$ cat config.mk
export PLATFORM = sky130hd
export DESIGN_NAME = cdr_frame_sync
export DESIGN_NICKNAME = d
export VERILOG_FILES = /design/src/rtl/cdr_pkg.sv /design/src/rtl/cdr_frame_sync_frame_counter.sv /design/src/rtl/cdr_frame_sync.sv
export SDC_FILE = /design/constraint.sdc
export NUM_CORES = 1
export LEC_CHECK = 0
export ABC_AREA = 1
export BUFFER_PORTS_ARGS = -buffer_cell sky130_fd_sc_hd__buf_2
export CAP_MARGIN = 10
export CELL_PAD_IN_SITES_DETAIL_PLACEMENT = 1
export CELL_PAD_IN_SITES_GLOBAL_PLACEMENT = 1
export CORE_UTILIZATION = 30
export DETAILED_ROUTE_END_ITERATION = 7
export GPL_TIMING_DRIVEN = 0
export HOLD_SLACK_MARGIN = 0.15
export PLACE_DENSITY = 0.55
export SYNTH_ARGS = -nofsm -noshare
export SYNTH_HDL_FRONTEND = slang
export SYNTH_SLANG_ARGS = --single-unit
$ cat constraint.sdc
create_clock -name clk -period 2.5 [get_ports clk]
set_clock_uncertainty 0.2 [all_clocks]
set_input_delay 0 -clock clk [delete_from_list [all_inputs] [get_ports clk]]
set_output_delay 0 -clock clk [all_outputs]
set_load 0.02 [all_outputs]
$ cat src/rtl/cdr_pkg.sv
// Shared definitions for the CDR frame synchroniser: state encodings, default
// framing constants and the counter-width helper.
package cdr_pkg;

  typedef enum logic [1:0] {
    ST_HUNT   = 2'b00,
    ST_VERIFY = 2'b01,
    ST_LOCKED = 2'b10
  } sync_state_e;

  localparam logic [7:0] DEF_SYNC_WORD   = 8'hD5;
  localparam int         DEF_FRAME_BYTES = 4;
  localparam int         DEF_LOCK_COUNT  = 2;
  localparam int         DEF_LOSS_COUNT  = 2;

  // Bits needed to hold every value 0..max_val inclusive.
  function automatic int cnt_width(input int max_val);
    return (max_val < 1) ? 1 : $clog2(max_val + 1);
  endfunction

endpackage

$ cat src/rtl/cdr_frame_sync_frame_counter.sv
// Bit/byte position tracker for one frame: FRAME_BYTES payload slots followed
// by a single sync slot, restarted from zero when the hunter finds sync.
module frame_counter
  import cdr_pkg::*;
#(
  parameter int FRAME_BYTES = DEF_FRAME_BYTES,
  parameter int BYTE_W      = cnt_width(FRAME_BYTES)
) (
  input  logic              clk,
  input  logic              rst,
  input  logic              i_adv,
  input  logic              i_load,
  output logic [BYTE_W-1:0] o_byte_cnt,
  output logic              o_byte_done,
  output logic              o_sync_slot
);

  localparam logic [BYTE_W-1:0] LAST_SLOT = BYTE_W'(FRAME_BYTES);

  logic [2:0]        r_bit_cnt;
  logic [BYTE_W-1:0] r_byte_cnt;

  always_ff @(posedge clk or posedge rst) begin
    if (rst) begin
      r_bit_cnt  <= '0;
      r_byte_cnt <= '0;
    end else if (i_load) begin
      r_bit_cnt  <= '0;
      r_byte_cnt <= '0;
    end else if (i_adv) begin
      if (r_bit_cnt == 3'd7) begin
        r_bit_cnt  <= '0;
        r_byte_cnt <= (r_byte_cnt == LAST_SLOT) ? '0 : r_byte_cnt + 1'b1;
      end else begin
        r_bit_cnt <= r_bit_cnt + 3'd1;
      end
    end
  end

  assign o_byte_cnt  = r_byte_cnt;
  assign o_byte_done = i_adv & (r_bit_cnt == 3'd7);
  assign o_sync_slot = (r_byte_cnt == LAST_SLOT);

endmodule

$ cat src/rtl/cdr_frame_sync.sv
// Frame synchroniser behind the CDR: MSB-first deserialiser, sync hunt/verify/
// lock state machine, aligned payload output and sync-loss tracking.
module cdr_frame_sync
  import cdr_pkg::*;
#(
  parameter logic [7:0] SYNC_WORD   = DEF_SYNC_WORD,
  parameter int         FRAME_BYTES = DEF_FRAME_BYTES,
  parameter int         LOCK_COUNT  = DEF_LOCK_COUNT,
  parameter int         LOSS_COUNT  = DEF_LOSS_COUNT
) (
  input  logic       clk,
  input  logic       rst,
  input  logic       sample_en,
  input  logic       d_bb,
  output logic [7:0] byte_out,
  output logic       byte_valid,
  output logic       frame_start,
  output logic       locked,
  output logic [1:0] sync_state,
  output logic [7:0] miss_cnt_total
);

  localparam int BYTE_W = cnt_width(FRAME_BYTES);
  localparam int HIT_W  = cnt_width(LOCK_COUNT);
  localparam int MISS_W = cnt_width(LOSS_COUNT);

  localparam logic [HIT_W-1:0]  HIT_TGT  = HIT_W'(LOCK_COUNT);
  localparam logic [MISS_W-1:0] MISS_TGT = MISS_W'(LOSS_COUNT);

  function automatic logic [7:0] sat_inc8(input logic [7:0] v);
    return (v == 8'hFF) ? v : v + 8'd1;
  endfunction

  sync_state_e       r_state;
  logic [7:0]        r_sr;
  logic [HIT_W-1:0]  r_hit_cnt;
  logic [MISS_W-1:0] r_miss_cnt;
  logic [7:0]        r_miss_total;
  logic              r_locked;
  logic [7:0]        r_byte_p1;
  logic              r_vld_p1;
  logic              r_fs_p1;

  logic [7:0]        w_cand;
  logic              w_match;
  logic              w_hunt;
  logic              w_load;
  logic              w_adv;
  logic [BYTE_W-1:0] w_byte_cnt;
  logic              w_byte_done;
  logic              w_sync_slot;
  logic              w_check;
  logic              w_payload;
  logic [HIT_W-1:0]  w_hit_inc;
  logic [MISS_W-1:0] w_miss_inc;

  assign w_cand     = {r_sr[6:0], d_bb};
  assign w_match    = (w_cand == SYNC_WORD);
  assign w_hunt     = (r_state == ST_HUNT);
  assign w_load     = sample_en & w_hunt & w_match;
  assign w_adv      = sample_en & ~w_hunt;
  assign w_check    = w_byte_done & w_sync_slot;
  assign w_payload  = w_byte_done & ~w_sync_slot;
  assign w_hit_inc  = r_hit_cnt + 1'b1;
  assign w_miss_inc = r_miss_cnt + 1'b1;

  frame_counter #(
    .FRAME_BYTES (FRAME_BYTES),
    .BYTE_W      (BYTE_W)
  ) u_frame_counter (
    .clk         (clk),
    .rst         (rst),
    .i_adv       (w_adv),
    .i_load      (w_load),
    .o_byte_cnt  (w_byte_cnt),
    .o_byte_done (w_byte_done),
    .o_sync_slot (w_sync_slot)
  );

  // Stage p0 -> p1: state update and registered payload/strobe outputs.
  always_ff @(posedge clk or posedge rst) begin
    if (rst) begin
      r_state      <= ST_HUNT;
      r_sr         <= '0;
      r_hit_cnt    <= '0;
      r_miss_cnt   <= '0;
      r_miss_total <= '0;
      r_locked     <= 1'b0;
      r_byte_p1    <= '0;
      r_vld_p1     <= 1'b0;
      r_fs_p1      <= 1'b0;
    end else begin
      r_vld_p1 <= 1'b0;
      r_fs_p1  <= 1'b0;
      if (sample_en) begin
        r_sr <= w_cand;
        case (r_state)
          ST_HUNT: begin
            if (w_match) begin
              r_hit_cnt  <= HIT_W'(1);
              r_miss_cnt <= '0;
              if (LOCK_COUNT == 1) begin
                r_state  <= ST_LOCKED;
                r_locked <= 1'b1;
              end else begin
                r_state <= ST_VERIFY;
              end
            end
          end
          ST_VERIFY: begin
            if (w_check) begin
              if (w_match) begin
                r_hit_cnt <= w_hit_inc;
                if (w_hit_inc == HIT_TGT) begin
                  r_state    <= ST_LOCKED;
                  r_locked   <= 1'b1;
                  r_miss_cnt <= '0;
                end
              end else begin
                r_state   <= ST_HUNT;
                r_hit_cnt <= '0;
              end
            end
          end
          ST_LOCKED: begin
            if (w_payload) begin
              r_byte_p1 <= w_cand;
              r_vld_p1  <= 1'b1;
              r_fs_p1   <= (w_byte_cnt == '0);
            end
            if (w_check) begin
              if (w_match) begin
                r_miss_cnt <= '0;
              end else begin
                r_miss_total <= sat_inc8(r_miss_total);
                if (w_miss_inc == MISS_TGT) begin
                  // Loss of sync: the hunt resumes on the next sample, not this bit.
                  r_state    <= ST_HUNT;
                  r_locked   <= 1'b0;
                  r_hit_cnt  <= '0;
                  r_miss_cnt <= '0;
                end else begin
                  r_miss_cnt <= w_miss_inc;
                end
              end
            end
          end
          default: begin
            r_state  <= ST_HUNT;
            r_locked <= 1'b0;
          end
        endcase
      end
    end
  end

  assign byte_out       = r_byte_p1;
  assign byte_valid     = r_vld_p1;
  assign frame_start    = r_fs_p1;
  assign locked         = r_locked;
  assign sync_state     = r_state;
  assign miss_cnt_total = r_miss_total;

endmodule
==> metrics <==
Die X=83.84 um; CTS max path bufs=2; DR DRC count=7; Resize count post-CTS=0; most common cell in the netlist=nand2_1; ANT nets after route=0; synth cell count leaders=nand2_1, dfrtp_1, inv_1; WL met2=1.873 mm; ys async rst share=100.0%; crit path DAT=2.06 ns; Seq/Total Area, Yosys=a little under half; H-tree Lvls=2; TritonRoute pass-1 iters=6; data required time of the critical path=2.47 ns; initial antenna violation count=0; unrepaired setup endpoints after global routing=no; number of fill cells=768; post-synthesis cell count=235; Netlist cell types=27; Top Ports=25; antenna cells=0; Sw Share=about 35%; Register-to-Register Path Depth=12; crit end category=register; final hold violations=0; fin. max-slew vios=0; outcome=finished, violations left; fin util=36.28%; DP HPWL=between 3 and 4 mm; clock share of power=around a quarter; synthesized cell area=0.002009 sq mm; area of the multi-input gates=897.1 sq um; Die Ht=83.84 um; PortBufs=23; Reg area=950.9 sq um; Routability Congestion=0.7246; Psw=534.3 uW; Int Power=about 1.0 mW; CTS clk-pin slew, worst paths=0.08 ns; Yosys warnings=0; Post-CTS Setup Inserts=0; clock sinks=38; # setup viols final=0; cell taking the most area after synthesis=dfrtp_1; failing checks=DRC; flops & latches, synth=38; Vias/cell=4.577; DRT Wirelength=4.189 mm; Final min period=2.085 ns; Setup CP Type=register to register; nets@finish=282; Initial DRC Count=64; initial core utilization=between 30% and 40%; setup TNS=0 ns; Fmax=479.5 MHz; Syn Area/Cell=8.551 sq um; top-area cell type share of the netlist area=~47%; headroom to the max-slew limit=45.43%; gr usage total=13.44%; CTS tree=done; PD cells=663.8 mW/mm^2; Worst VDD drop=0.2833 mV; WL met1=2.116 mm; Inserted Clock Buffers=5; Most used DFF post-synth=dfrtp_1; crit-path max FO=7; startpoint types=register; Post-synth EDFFs=0; DR vias=1579; area delta synth->final=15.94%; Core Rows=29; core region area=0.006422 sq mm; synth top area cells=dfrtp_1, nand2_1, ha_1; GRT Residual Overflow=0; die area=0.007029 sq mm; routed wl met3=163 um; Leakage=between 1 and 1.5 nW; Clock Tree Root=clkbuf_8; global-route wire length before repair=7.576 mm; max cap viols=0; total power=1.547 mW; proportion of layout cells with a drive suffix above 1=around 22%; Hold Crit Class=primary input to async pin; vias in the first global route=between 1500 and 2000; syn nets=between 200 and 250; Logic pwr share=26.6%; DR top layer=met4; worst skew pair latency=0.28 ns; Flop pwr share=47.4%; fin crit share=83.42%; pin count of the biggest net entering global routing=39; WL per Instance=12.14 um; actual slew at the worst max-slew pin=0.8174 ns
[what timing repair did]
action                                  CTS  global route
hold buffers                              3             0
endpoints found under the hold margin    61             0
endpoints found under the setup margin    0             0
[state kept, by name (all words and copies together), names as in the netlist]
| name | flops |
|---|---|
| frame_start | 1 |
| miss_cnt_total | 8 |
| sync_state | 2 |
| locked | 1 |
| r_hit_cnt | 2 |
| byte_valid | 1 |
| r_sr | 7 |
| u_frame_counter.o_byte_cnt | 3 |
| r_miss_cnt | 2 |
| u_frame_counter.r_bit_cnt | 3 |
| byte_out | 8 |
[cell families after synthesis]
logic type      count (synthesis)  share of synthesized area, %
fa+ha+maj                      10                         6.227
compound gates                 30                         9.714
simple gates                  113                         25.65
flops                          38                         47.32
xor+xnor                        7                         3.051
buf+inv                        37                         8.032
[routing by layer]
metal	vias to the layer above	global-route usage, %
li1	804	-
met2	27	21.24
met4	0	4.232
met5	-	0
met1	746	18.13
met3	2	3.264
[layout make-up]
class	count	share of cell area (%)
clock buffers	5	2.954
multi-input cells	160	38.51
inverters	33	5.317
repair buffers	26	6.230
well taps	77	4.135
clock inverters	2	0.4296
flip-flops and latches	38	40.82
plain buffers	4	1.611
[critical path, cell delays in order (launching register included)]
cell and delay [ns]:
dfrtp_1 0.42, inv_1 0.08, ha_1 0.27, inv_1 0.11, nand2_4 0.08, nor2_4 0.12
nand2_1 0.13, nand2_1 0.08, nand2_1 0.08, nor2_4 0.20, nand2_1 0.09, nand2_1 0.06
nand2_1 0.05
[per-stage QoR]
step	hold slack [ns]	std cells	cell area, sq um	setup WS, ns
final	0.2192	345	2330	0.4146
after global routing	0.3062	345	2330	0.2103
after CTS	0.2582	345	2330	0.3579
after detailed placement	0.02176	335	2221	0.3778
after global placement	0.05187	335	2221	0.3891
after floorplan	-0.08330	235	2009	0.5366
[placed cells by master (no fill, tap or decap), types with 2 or more instances in the layout]
cell and n:
xor2_1 3, ha_1 10, nand4_1 2, clkinv_2 2, nor3_1 2, nand3_1 15, buf_6 3, dfrtp_1 38
nand2_1 69, inv_2 4, o21ai_2 9, inv_1 29, xnor2_1 4, nor2_1 11, dlygate4sd3_1 3, nand2_2 5
buf_2 23, a21oi_1 4, nor2_4 2, nor2_2 3, clkbuf_8 5, o21ai_0 13
[worst paths after layout]
path / startpoint / endpoint / slack (ns)
setup / recovery: sync_state[0] / sync_state[0] / 0.41
hold / removal: rst / byte_out[0] / 0.22
setup reg to reg: sync_state[0] / sync_state[0] / 0.41
hold reg to reg: r_miss_cnt[0] / r_miss_cnt[0] / 0.27
max in group asynchronous: rst / sync_state[0] / 1.36
min in group clk: r_miss_cnt[0] / r_miss_cnt[0] / 0.27
[power groups by stage]
stage	combinational (mW)	sequential (mW)	clock, mW
floorplan	0.298	0.752	0
CTS	0.424	0.734	0.420
detailed placement	0.417	0.745	0
finish	0.411	0.733	0.403
global route	0.473	0.742	0.444
global placement	0.409	0.745	0
Power figures use the tool's default switching activity.
